[config.mk]
export PLATFORM = sky130hd
export DESIGN_NAME = fpu_seq
export DESIGN_NICKNAME = d
export VERILOG_FILES = /design/src/rtl/fpu_seq.sv
export SDC_FILE = /design/constraint.sdc
export NUM_CORES = 1
export LEC_CHECK = 0
export CORE_AREA = 2 2 116 118
export DETAILED_ROUTE_END_ITERATION = 10
export DIE_AREA = 0 0 118 120
export GPL_TIMING_DRIVEN = 0
export HOLD_SLACK_MARGIN = 0.02
export MAX_ROUTING_LAYER = met4
export PLACE_DENSITY = 0.87
export SETUP_SLACK_MARGIN = 0.3
export SYNTH_ARGS = -nofsm -noshare
export SYNTH_HDL_FRONTEND = slang
export SYNTH_SLANG_ARGS = --single-unit
export TNS_END_PERCENT = 5
[constraint.sdc]
create_clock -name clk -period 1.7 [get_ports clk]
set_input_delay 0.34 -clock clk [delete_from_list [all_inputs] [get_ports clk]]
set_output_delay 0.34 -clock clk [all_outputs]
set_load 0.05 [all_outputs]
[src/rtl/fpu_seq.sv]
// Issue/completion sequencer in front of the multicycle fpu: one op in flight, operands held for the op latency.
// Optional macro FPU_SEQ_ERR_EN adds the rsp_err output flagging illegal opcodes.
module fpu_seq #(
    parameter int          TAG_W    = 5,
    parameter logic [3:0]  IDLE_OP  = 4'b1111,
    parameter int          LAT_DIV  = 3,
    parameter int          LAT_SQRT = 2,
    parameter int          LAT_ONE  = 1
) (
    input  logic             clk,
    input  logic             rst,
    input  logic             req_valid,
    output logic             req_ready,
    input  logic [3:0]       req_op,
    input  logic [31:0]      req_a,
    input  logic [31:0]      req_b,
    input  logic [TAG_W-1:0] req_tag,
    output logic [31:0]      fpu_a,
    output logic [31:0]      fpu_b,
    output logic [3:0]       fpu_op,
    input  logic [31:0]      fpu_result,
    input  logic [31:0]      fpu_int_result,
    output logic             rsp_valid,
    input  logic             rsp_ready,
    output logic [31:0]      rsp_data,
    output logic             rsp_is_int,
    output logic [TAG_W-1:0] rsp_tag,
    output logic             busy
`ifdef FPU_SEQ_ERR_EN
    ,
    output logic             rsp_err
`endif
);

    localparam int LAT_MAX = (LAT_DIV > LAT_SQRT) ? ((LAT_DIV > LAT_ONE) ? LAT_DIV : LAT_ONE)
                                                  : ((LAT_SQRT > LAT_ONE) ? LAT_SQRT : LAT_ONE);
    localparam int CNT_W   = (LAT_MAX > 0) ? $clog2(LAT_MAX + 1) : 1;

    typedef enum logic [1:0] {
        IDLE = 2'd0,
        EXEC = 2'd1,
        RESP = 2'd2
    } state_t;

    state_t             state, state_nxt;
    logic [CNT_W-1:0]   cnt;
    logic [TAG_W-1:0]   tag_q;
    logic               accept;
    logic               done;

    // Cycles the fpu needs after its inputs settle before the selected output is valid.
    function automatic logic [CNT_W-1:0] op_lat(input logic [3:0] op);
        case (op)
            4'b0011:                                    op_lat = CNT_W'(LAT_DIV);
            4'b0100:                                    op_lat = CNT_W'(LAT_SQRT);
            4'b0000, 4'b0001, 4'b0010,
            4'b0101, 4'b0110, 4'b0111:                  op_lat = CNT_W'(LAT_ONE);
            default:                                    op_lat = '0;
        endcase
    endfunction

    function automatic logic op_is_int(input logic [3:0] op);
        op_is_int = (op == 4'b0110) || (op == 4'b1000) || (op == 4'b1001);
    endfunction

    function automatic logic op_illegal(input logic [3:0] op);
        op_illegal = (op >= 4'b1010);
    endfunction

    assign req_ready = (state == IDLE);
    assign rsp_valid = (state == RESP);
    assign busy      = (state != IDLE);

    always_ff @(posedge clk) begin
        if (rst) state <= IDLE;
        else     state <= state_nxt;
    end

    always_comb begin
        state_nxt = state;
        accept    = 1'b0;
        done      = 1'b0;
        case (state)
            IDLE: begin
                if (req_valid) begin
                    accept    = 1'b1;
                    state_nxt = EXEC;
                end
            end
            EXEC: begin
                if (cnt == '0) begin
                    done      = 1'b1;
                    state_nxt = RESP;
                end
            end
            RESP: begin
                if (rsp_ready) state_nxt = IDLE;
            end
            default: state_nxt = IDLE;
        endcase
    end

    // fpu_op stays at the issued op through EXEC so every past_op stage of the fpu matches it.
    always_ff @(posedge clk) begin
        if (rst) begin
            fpu_op     <= IDLE_OP;
            fpu_a      <= '0;
            fpu_b      <= '0;
            tag_q      <= '0;
            cnt        <= '0;
            rsp_data   <= '0;
            rsp_tag    <= '0;
            rsp_is_int <= 1'b0;
        end else if (accept) begin
            fpu_op <= req_op;
            fpu_a  <= req_a;
            fpu_b  <= req_b;
            tag_q  <= req_tag;
            cnt    <= op_lat(req_op);
        end else if (state == EXEC) begin
            if (!done) begin
                cnt <= cnt - CNT_W'(1);
            end else begin
                if (op_illegal(fpu_op))     rsp_data <= '0;
                else if (op_is_int(fpu_op)) rsp_data <= fpu_int_result;
                else                        rsp_data <= fpu_result;
                rsp_is_int <= op_is_int(fpu_op);
                rsp_tag    <= tag_q;
                fpu_op     <= IDLE_OP;
            end
        end
    end

`ifdef FPU_SEQ_ERR_EN
    always_ff @(posedge clk) begin
        if (rst)                          rsp_err <= 1'b0;
        else if (done)                    rsp_err <= op_illegal(fpu_op);
        else if (rsp_valid && rsp_ready)  rsp_err <= 1'b0;
    end
`endif

endmodule

# == Word level (Yosys, flattened, before mapping) ==
# Memory sizes are Yosys's and may differ from the RTL's.
# Index checks and enable logic that the tools add are counted.
# Widths: inputs -> output; s select.
# word_totals
ff_bits,115
mem_bits_ro,16
input_bits,141
out_inout_bits,109
elab_cells,50
memories,1
# mem_list
name,depth,word_bits,read_ports,rd_ports_with_merged_regs,write_ports,line,text
(no name shown),8,2,1,0,0,53,case (op)
# op_classes
add_sub_neg,1
magnitude_cmp,1
eq_ne,9
mux,17
bitwise,1
n_reduce_logical,11
# op_table
operator,n
$mux 32,2
$mux 2,7
$mux 4,3
$eq 4x4->1 const B,2
$ne 2x2->1 const B,3
$pmux 2 s3,1
$reduce_and 3->1,2
$reduce_bool 2->1,3
$eq 4x3->1 const B,1
$ge 4x4->1 const B,1
$logic_not 2->1,2
$mux 1,4
$reduce_and 2->1,2
$eq 2x1->1 const B,1
$eq 2x2->1 const B,1
$logic_or 1x1->1,2
$ne 2x1->1 const B,1
$sub 2x1->2 const B,1
$not 1->1,1

# == Logic depth before layout (Yosys ltp) ==
# Gate-level depths: netlist of run 1.
# depth
depth_word,6
mapped_depth,7
depth_no_buf,5

# == Worst setup path after synthesis of run 1 ==
# OpenSTA, ideal clock, no wires.
# synth_timing
kind,register to output
startpoint,reg state[1]
endpoint,out busy
t_arrival_ps,1594
required_time_ps,1360
slack_ps,-234
stages_incl_launch_ff,4
path_buffers,1
path_cell_list,dfxtp_1 buf_4 nor2_1 inv_1
# synth_between
elab_chain_cells,1
# synth_lines
item,line,text
"start, declared",45,"state_t state, state_nxt;"
"start signal, assigned",76,else state <= state_nxt;
$reduce_bool 2->1,72,assign busy = (state != IDLE);
"end, declared",28,output logic busy
# Every way passes these cells.

# == Worst setup path after layout of run 1 ==
# layout_timing
startpoint,reg cnt[0]
endpoint,reg rsp_data[24]
# layout_between
elab_chain_cells,4
# layout_lines
item,line,text
"start, declared",46,logic [CNT_W-1:0] cnt;
"start signal, assigned",119,cnt <= op_lat(req_op);
"start signal, assigned",122,cnt <= cnt - CNT_W'(1);
$logic_not 2->1,91,if (cnt == '0) begin
$mux 1,91,
$mux 1,83,case (state)
$reduce_and 3->1 (no source line),n/a,
"end signal, assigned",125,else if (op_is_int(fpu_op)) rsp_data <= fpu_int_result;
"end signal, assigned",126,else rsp_data <= fpu_result;
"end, declared",25,"output logic [31:0] rsp_data,"
# Every way passes these cells.
# A chain may end at the register's enable or synchronous reset.

==> flow_summary.json, run 1 <==
{
  "cts_buffers": 17,
  "syn_inst": 597,
  "initial_core_util_pct": 36.88,
  "max_cap_violations": 0,
  "row_count": 42,
  "worst_pin_slew_ns": 0.6060,
  "grt_pass1_wl_mm": 26.89,
  "grt_pass1_vias": 5384,
  "fin_crit_sh_pct": 92.77,
  "final_max_slew_viol_count": 0,
  "end_kind": "register",
  "crit_type": "register to register",
  "syn_area_sq_mm": 0.004787,
  "drive_gt1_share_pct": 27.05,
  "root_buffer": "clkbuf_16",
  "vias": 5467,
  "path_clk_slew_ns": 0.06,
  "setup_viol": 0,
  "critPathMaxFanout": 5,
  "vias_per_cell": 5.124,
  "cts.htree.levels": 4,
  "die_area_sq_mm": 0.01416,
  "die_w_um": 118,
  "fin_crit_ns": 1.577,
  "cp-endpoint": "rsp_data[24]$_SDFFE_PP0P_",
  "synth_nets": 739,
  "finalPower_mw": 9.566,
  "diodes": 0,
  "start_kind": "register",
  "syn_area_per_cell_sq_um": 8.019,
  "rsz0062_at_grt": "true",
  "nets": 1020,
  "slew_headroom_pct": 59.60,
  "drt-initial-drc-count": 337,
  "dpl.hpwl_mm": 11.97,
  "crit_start": "cnt[0]$_SDFFE_PP0P_",
  "p_leak_nw": 3.180,
  "fin_ws_ns": 0.1230,
  "chipHeight_um": 120,
  "hold_class": "register to register",
  "r2r-end": "rsp_data[24]$_SDFFE_PP0P_",
  "clockBufferDepth": 2,
  "ys_seq_elements": 115,
  "fp.coreArea_sq_mm": 0.01298,
  "timing.rr.start": "cnt[0]$_SDFFE_PP0P_",
  "grt_use_total_pct": 24.63,
  "wirelength_mm": 18.26,
  "antenna_found_initial": 0,
  "grt_start_max_net_pins": 17,
  "synth_warnings": 0,
  "reg2reg_depth": 7,
  "r2r_slack_ns": 0.12,
  "synthTopCellsByArea": "dfxtp_1 48%, nand2_1 12%, a21oi_1 7.8%, a221oi_1 6.0%, a211oi_1 5.0%",
  "clock-sinks": 115,
  "io_buffer_count": 248,
  "gr-total-overflow": 0,
  "netlist.top_cell.by_area": "dfxtp_1",
  "synth_top_area_share_pct": 48.09,
  "ir_worst_vdd_v": 0.0009629,
  "hold_viol_final": 0,
  "syn_to_final_growth_pct": 80.97,
  "synthArstFlopShare_pct": 0,
  "synth_edf_count": 0,
  "synth.most_common_cell": "nand2_1",
  "io_pins": 250,
  "powerDensity_mw_per_mm2": 1104,
  "synth_common_cells": "148 x nand2_1, 115 x dfxtp_1, 75 x a21oi_1, 40 x nor2_1",
  "wl_per_cell_um": 17.11,
  "required_ns": 1.99,
  "yosysSeqAreaShare_pct": 48.09,
  "dr.pass1.iters": 4,
  "pre_cts_ws_ns": -0.3154,
  "finClkSkew_ns": 0.005873,
  "arrival_ns": 1.87,
  "status": "complete, no violations",
  "drc": 0,
  "clkLatencyLatePin_ns": 0.41,
  "synth.distinct_cells": 32,
  "synthFlopType": "dfxtp_1",
  "cts_tree": "built",
  "ant_nets": 0,
  "fmax_mhz": 634.1,
  "gp_congestion": 0.8104
}
critical path, stage by stage, from the launching register on:
cell and delay, ns:
dfxtp_2 0.34, inv_2 0.04, ha_4 0.15, nand3b_1 0.18
buf_6 0.17, clkbuf_16 0.15, a221oi_2 0.04, a211oi_1 0.37
flip-flops by register name, indices dropped and copies added, names as in the netlist:
name	flops
cnt	2
fpu_a	32
fpu_b	32
fpu_op	4
rsp_data	32
rsp_is_int	1
rsp_tag	5
state	2
tag_q	5
final cells by class:
class	count	area, sq um
fillers	1035	4317
repair buffers	262	2725
multi-input cells	423	2489
flip-flops and latches	115	2311
clock buffers	17	425.4
plain buffers	55	365.4
well taps	176	220.2
clock inverters	15	112.6
inverters	4	15.01
metrics by stage:
stage / hold WS [ns] / area [sq um] / utilization, % / cells / TNS [ns]
3_3_place_gp: 0.4408 / 7501 / 57.79 / 1021 / -19.40
5_1_grt: 0.4586 / 8663 / 66.74 / 1067 / 0
4_1_cts: 0.4516 / 8264 / 63.67 / 1061 / 0
2_1_floorplan: 0.4322 / 4798 / - / 597 / 0
3_5_place_dp: 0.4453 / 7501 / 57.79 / 1021 / -20.34
6_report: 0.4535 / 8663 / 66.74 / 1067 / 0
where the power goes:
part	total, mW	internal [mW]	switching [mW]
clock	3.25	1.86	1.39
sequential	3.15	2.98	0.164
combinational	3.17	1.23	1.94
worst min-delay path by stage:
stage | start | to | slack [ns] | depth (start not counted)
after global placement | fpu_b[18]$_SDFFE_PP0P_ | fpu_b[18]$_SDFFE_PP0P_ | 0.44 | 2
after floorplan | tag_q[0]$_SDFFE_PP0P_ | rsp_tag[0]$_SDFFE_PP0P_ | 0.43 | 2
after CTS | req_b[27] | fpu_b[27]$_SDFFE_PP0P_ | 0.45 | 3
after detailed placement | fpu_b[17]$_SDFFE_PP0P_ | fpu_b[17]$_SDFFE_PP0P_ | 0.45 | 2
final | fpu_a[17]$_SDFFE_PP0P_ | fpu_a[17]$_SDFFE_PP0P_ | 0.45 | 2
after global routing | req_b[27] | fpu_b[27]$_SDFFE_PP0P_ | 0.46 | 3
layer usage:
metal	vias to the layer above	share of wire, %	GRT usage (%)
li1	2631	-	-
met1	2561	41	28.15
met2	240	50	42.15
met3	35	7.2	7.224
met4	0	2.0	6.928
met5	-	0	-
layout by cell type, fill, tap and decap left out, drive strengths merged:
cell type and count:
o31ai 1, and2 1, nor3 6, o21bai 4, a2111oi 1, a31oi 1, clkdlybuf4s15 99, and4bb 1
nor2b 33, dlygate4sd2 1, nor4b 1, ha 1, or3 1, o21ai 33, or3b 1, nand2b 3
nor2 40, inv 6, or4b 1, clkinv 4, and3b 2, a21oi 75, clkdlybuf4s50 138, clkbuf 50
dfxtp 115, nor3b 3, a211oi 32, nand2 148, clkinvlp 9, a221oi 33, buf 46, nand3b 1
cells by family (layout without fill, tap and decap cells):
kind of cell             after synthesis  count (layout)  share of synthesized area (%)
AND/OR/NAND/NOR                      242             242                          22.27
buffers and inverters                 59             353                          5.541
adder cells (fa/ha/maj)                1               1                         0.2613
AO/OA/AOI/OAI                        180             180                          23.84
flip-flops                           115             115                          48.09
what timing repair did:
| action | 4_1_cts | 5_1_grt |
|---|---|---|
| hold buffers | 0 | 0 |
| setup buffers | 7 | 4 |
| resized for setup | 388 | 107 |
| setup endpoints to repair | 223 | 216 |
| gates cloned | 1 | 2 |
| pin swaps | 4 | 10 |
(Power assumes the default switching activity.)
==> run 2: changes to the inputs <==
--- a/config.mk
+++ b/config.mk
@@ -8,6 +8,7 @@
 export CORE_AREA = 2 2 116 118
 export DETAILED_ROUTE_END_ITERATION = 10
 export DIE_AREA = 0 0 118 120
+export GPL_ROUTABILITY_DRIVEN = 0
 export GPL_TIMING_DRIVEN = 0
 export HOLD_SLACK_MARGIN = 0.02
 export MAX_ROUTING_LAYER = met4
==> results of run 2 <==
Final layout, timing and power as in run 1 (identical DEF).
==> run 3: changes to the inputs <==
--- a/config.mk
+++ b/config.mk
@@ -5,9 +5,9 @@
 export SDC_FILE = /design/constraint.sdc
 export NUM_CORES = 1
 export LEC_CHECK = 0
-export CORE_AREA = 2 2 116 118
+export CORE_AREA = 4 4 118 120
 export DETAILED_ROUTE_END_ITERATION = 10
-export DIE_AREA = 0 0 118 120
+export DIE_AREA = 0 0 122 124
 export GPL_ROUTABILITY_DRIVEN = 0
 export GPL_TIMING_DRIVEN = 0
 export HOLD_SLACK_MARGIN = 0.02
==> run 3 against run 2 <==
Compared with the run above:
- sequential power is essentially flat
- critical path depth shrank 3
- global-route usage shrank 1.3 points
- power grew 5.2%
- first-iteration DRC count shrank 1.8%
- cell count shrank 0.28%
- clock-buffer cell count grew 6
- non-clock buffer count shrank 3
- maximum frequency grew 1.7%
- sequential cell count is the same
- die area grew 6.8%
- sequential share of layout area shrank 0.22 points
- critical path type is now register to output pin
- largest power group unchanged
==> flow_summary.json, run 3 (synthesis gave the netlist of run 1 again) <==
{
  "finalPower_mw": 10.06,
  "grt_pass1_wl_mm": 26.57,
  "root_buffer": "clkbuf_16",
  "wl_per_cell_um": 17.59,
  "required_ns": 1.36,
  "p_leak_nw": 3.229,
  "powerDensity_mw_per_mm2": 1150,
  "rsz0062_at_grt": "true",
  "pre_cts_ws_ns": -0.3204,
  "gr-total-overflow": 0,
  "drt-initial-drc-count": 331,
  "clockBufferDepth": 2,
  "start_kind": "register",
  "ir_worst_vdd_v": 0.0006441,
  "grt_pass1_vias": 5283,
  "syn_to_final_growth_pct": 82.78,
  "min_path_cells": 3,
  "clkLatencyLatePin_ns": 0.41,
  "cp_slowest_cell": "dfxtp_2",
  "hold_viol_final": 0,
  "cts_tree": "built",
  "row_count": 42,
  "holdPathEnd": "fpu_op[3]$_SDFFE_PP1P_",
  "initial_core_util_pct": 36.88,
  "max_cap_violations": 0,
  "die_w_um": 122,
  "multi_input_area_sq_mm": 0.002476,
  "io_buffer_count": 248,
  "holdBufCountCts": 0,
  "dpl.hpwl_mm": 12.59,
  "crit_type": "register to output pin",
  "cts.htree.levels": 4,
  "ant_nets": 0,
  "crit_path_frequent_cell": "buf_6",
  "drive_gt1_share_pct": 26.69,
  "final_common_cell": "nand2_1",
  "final_max_slew_viol_count": 0,
  "worstPathCellList": "buf_6, nor2_4, inv_2, buf_6",
  "drc": 0,
  "fin_ws_ns": 0.1490,
  "slew_headroom_pct": 58.66,
  "end_kind": "output pin",
  "fmax_mhz": 644.8,
  "nets": 1017,
  "diodes": 0,
  "critPathMaxFanout": 7,
  "grt_start_max_net_pins": 17,
  "fin_crit_sh_pct": 91.23,
  "hold_class": "input pin to register",
  "postLayoutCoreUtil_pct": 67.41,
  "fin_crit_ns": 1.551,
  "setup_tns_ns": 0,
  "dr.pass1.iters": 5,
  "die_area_sq_mm": 0.01513,
  "grt_use_total_pct": 23.32,
  "final-seq-area_sq_mm": 0.002315,
  "largestRegisters": "fpu_a x32, fpu_b x32, rsp_data x32",
  "reg2reg_depth": 7,
  "io_pins": 250,
  "worstHoldStart": "req_valid",
  "setup_viol": 0,
  "timing.rr.start": "state[1]$_SDFFE_PP0P_",
  "arrival_ns": 1.21,
  "r2r-end": "rsp_data[21]$_SDFFE_PP0P_",
  "final_cell_mix": "148 x nand2_1, 138 x clkdlybuf4s50_1, 109 x dfxtp_1",
  "worst_pin_slew_ns": 0.6200,
  "path_buf_inv": 3,
  "n_fill_cell": 1042,
  "clock-sinks": 115,
  "r2r_slack_ns": 0.15,
  "wirelength_mm": 18.72,
  "vias_per_cell": 5.141,
  "finClkSkew_ns": 0.007327,
  "cts_buffers": 17,
  "cpPeakStageDelay_ns": 0.32,
  "critPathTopFamily": "buffers and inverters",
  "status": "complete, no violations",
  "vias": 5470,
  "antenna_found_initial": 0,
  "chipHeight_um": 124,
  "fp.coreArea_sq_mm": 0.01298,
  "path_clk_slew_ns": 0.05
}
-- run 3: cell types whose count changed in the layout (fill, tap and decap cells not counted), sizes merged --
| cell | change |
|---|---|
| buf | +1 |
| bufinv | +3 |
| clkbuf | +3 |
| clkdlybuf4s15 | -1 |
| clkinvlp | -7 |
| dlygate4sd2 | -1 |
| dlymetal6s2s | +1 |
| inv | -2 |
-- run 3: metrics by stage --
step / area, sq um / hold slack [ns] / cells
6_report: 8750 / 0.4117 / 1064
5_1_grt: 8750 / 0.4576 / 1064
4_1_cts: 8283 / 0.4529 / 1055
3_5_place_dp: 7501 / 0.4462 / 1021
2_1_floorplan: 4798 / 0.4322 / 597
3_3_place_gp: 7501 / 0.4374 / 1021
-- run 3: tightest hold or removal path: stages --
cell	delay, ns
dlymetal6s2s_1	0.16
nor4b_4	0.15
o21bai_1	0.13
-- run 3: area by class of cell --
class,instances,share of cell area [%]
buffer,55,4.619
clock buffer,23,5.691
clock inverter,9,1.430
inverter,4,0.1716
multi-input combinational,423,28.30
sequential,115,26.46
tap,176,2.517
timing repair buffer,259,30.82
-- run 3: worst max-delay path by stage --
stage,start,to,slack (ns),depth (start not counted)
finish,state[1]$_SDFFE_PP0P_,busy,0.15,4
floorplan,state[1]$_SDFFE_PP0P_,rsp_valid,0.14,2
CTS,state[0]$_SDFFE_PP0P_,busy,0.12,4
detailed placement,req_valid,cnt[1]$_SDFFE_PP0P_,-0.32,5
global route,state[1]$_SDFFE_PP0P_,rsp_data[21]$_SDFFE_PP0P_,0.1,7
global placement,req_valid,cnt[1]$_SDFFE_PP0P_,-0.30,5
-- run 3: report_power, final --
group / total, mW / switching [mW] / internal [mW] / leakage [nW]
clock: 3.74 / 1.26 / 2.49 / 0.305
sequential: 3.15 / 0.159 / 2.99 / 0.944
combinational: 3.17 / 1.94 / 1.23 / 1.98
-- run 3: routing by layer --
layer	share of wire, %	track usage (%)	up-vias
li1	-	-	2624
met5	0	-	-
met1	39	25.32	2548
met2	50	38.88	263
met3	9.3	8.629	35
met4	2.2	9.454	0
-- run 3: timing repair --
action	4_1_cts	5_1_grt
setup buffers	2	5
gates cloned	0	4
resized for setup	378	139
hold endpoints to repair	0	0
pin swaps	1	14
endpoints found under the setup margin	223	220
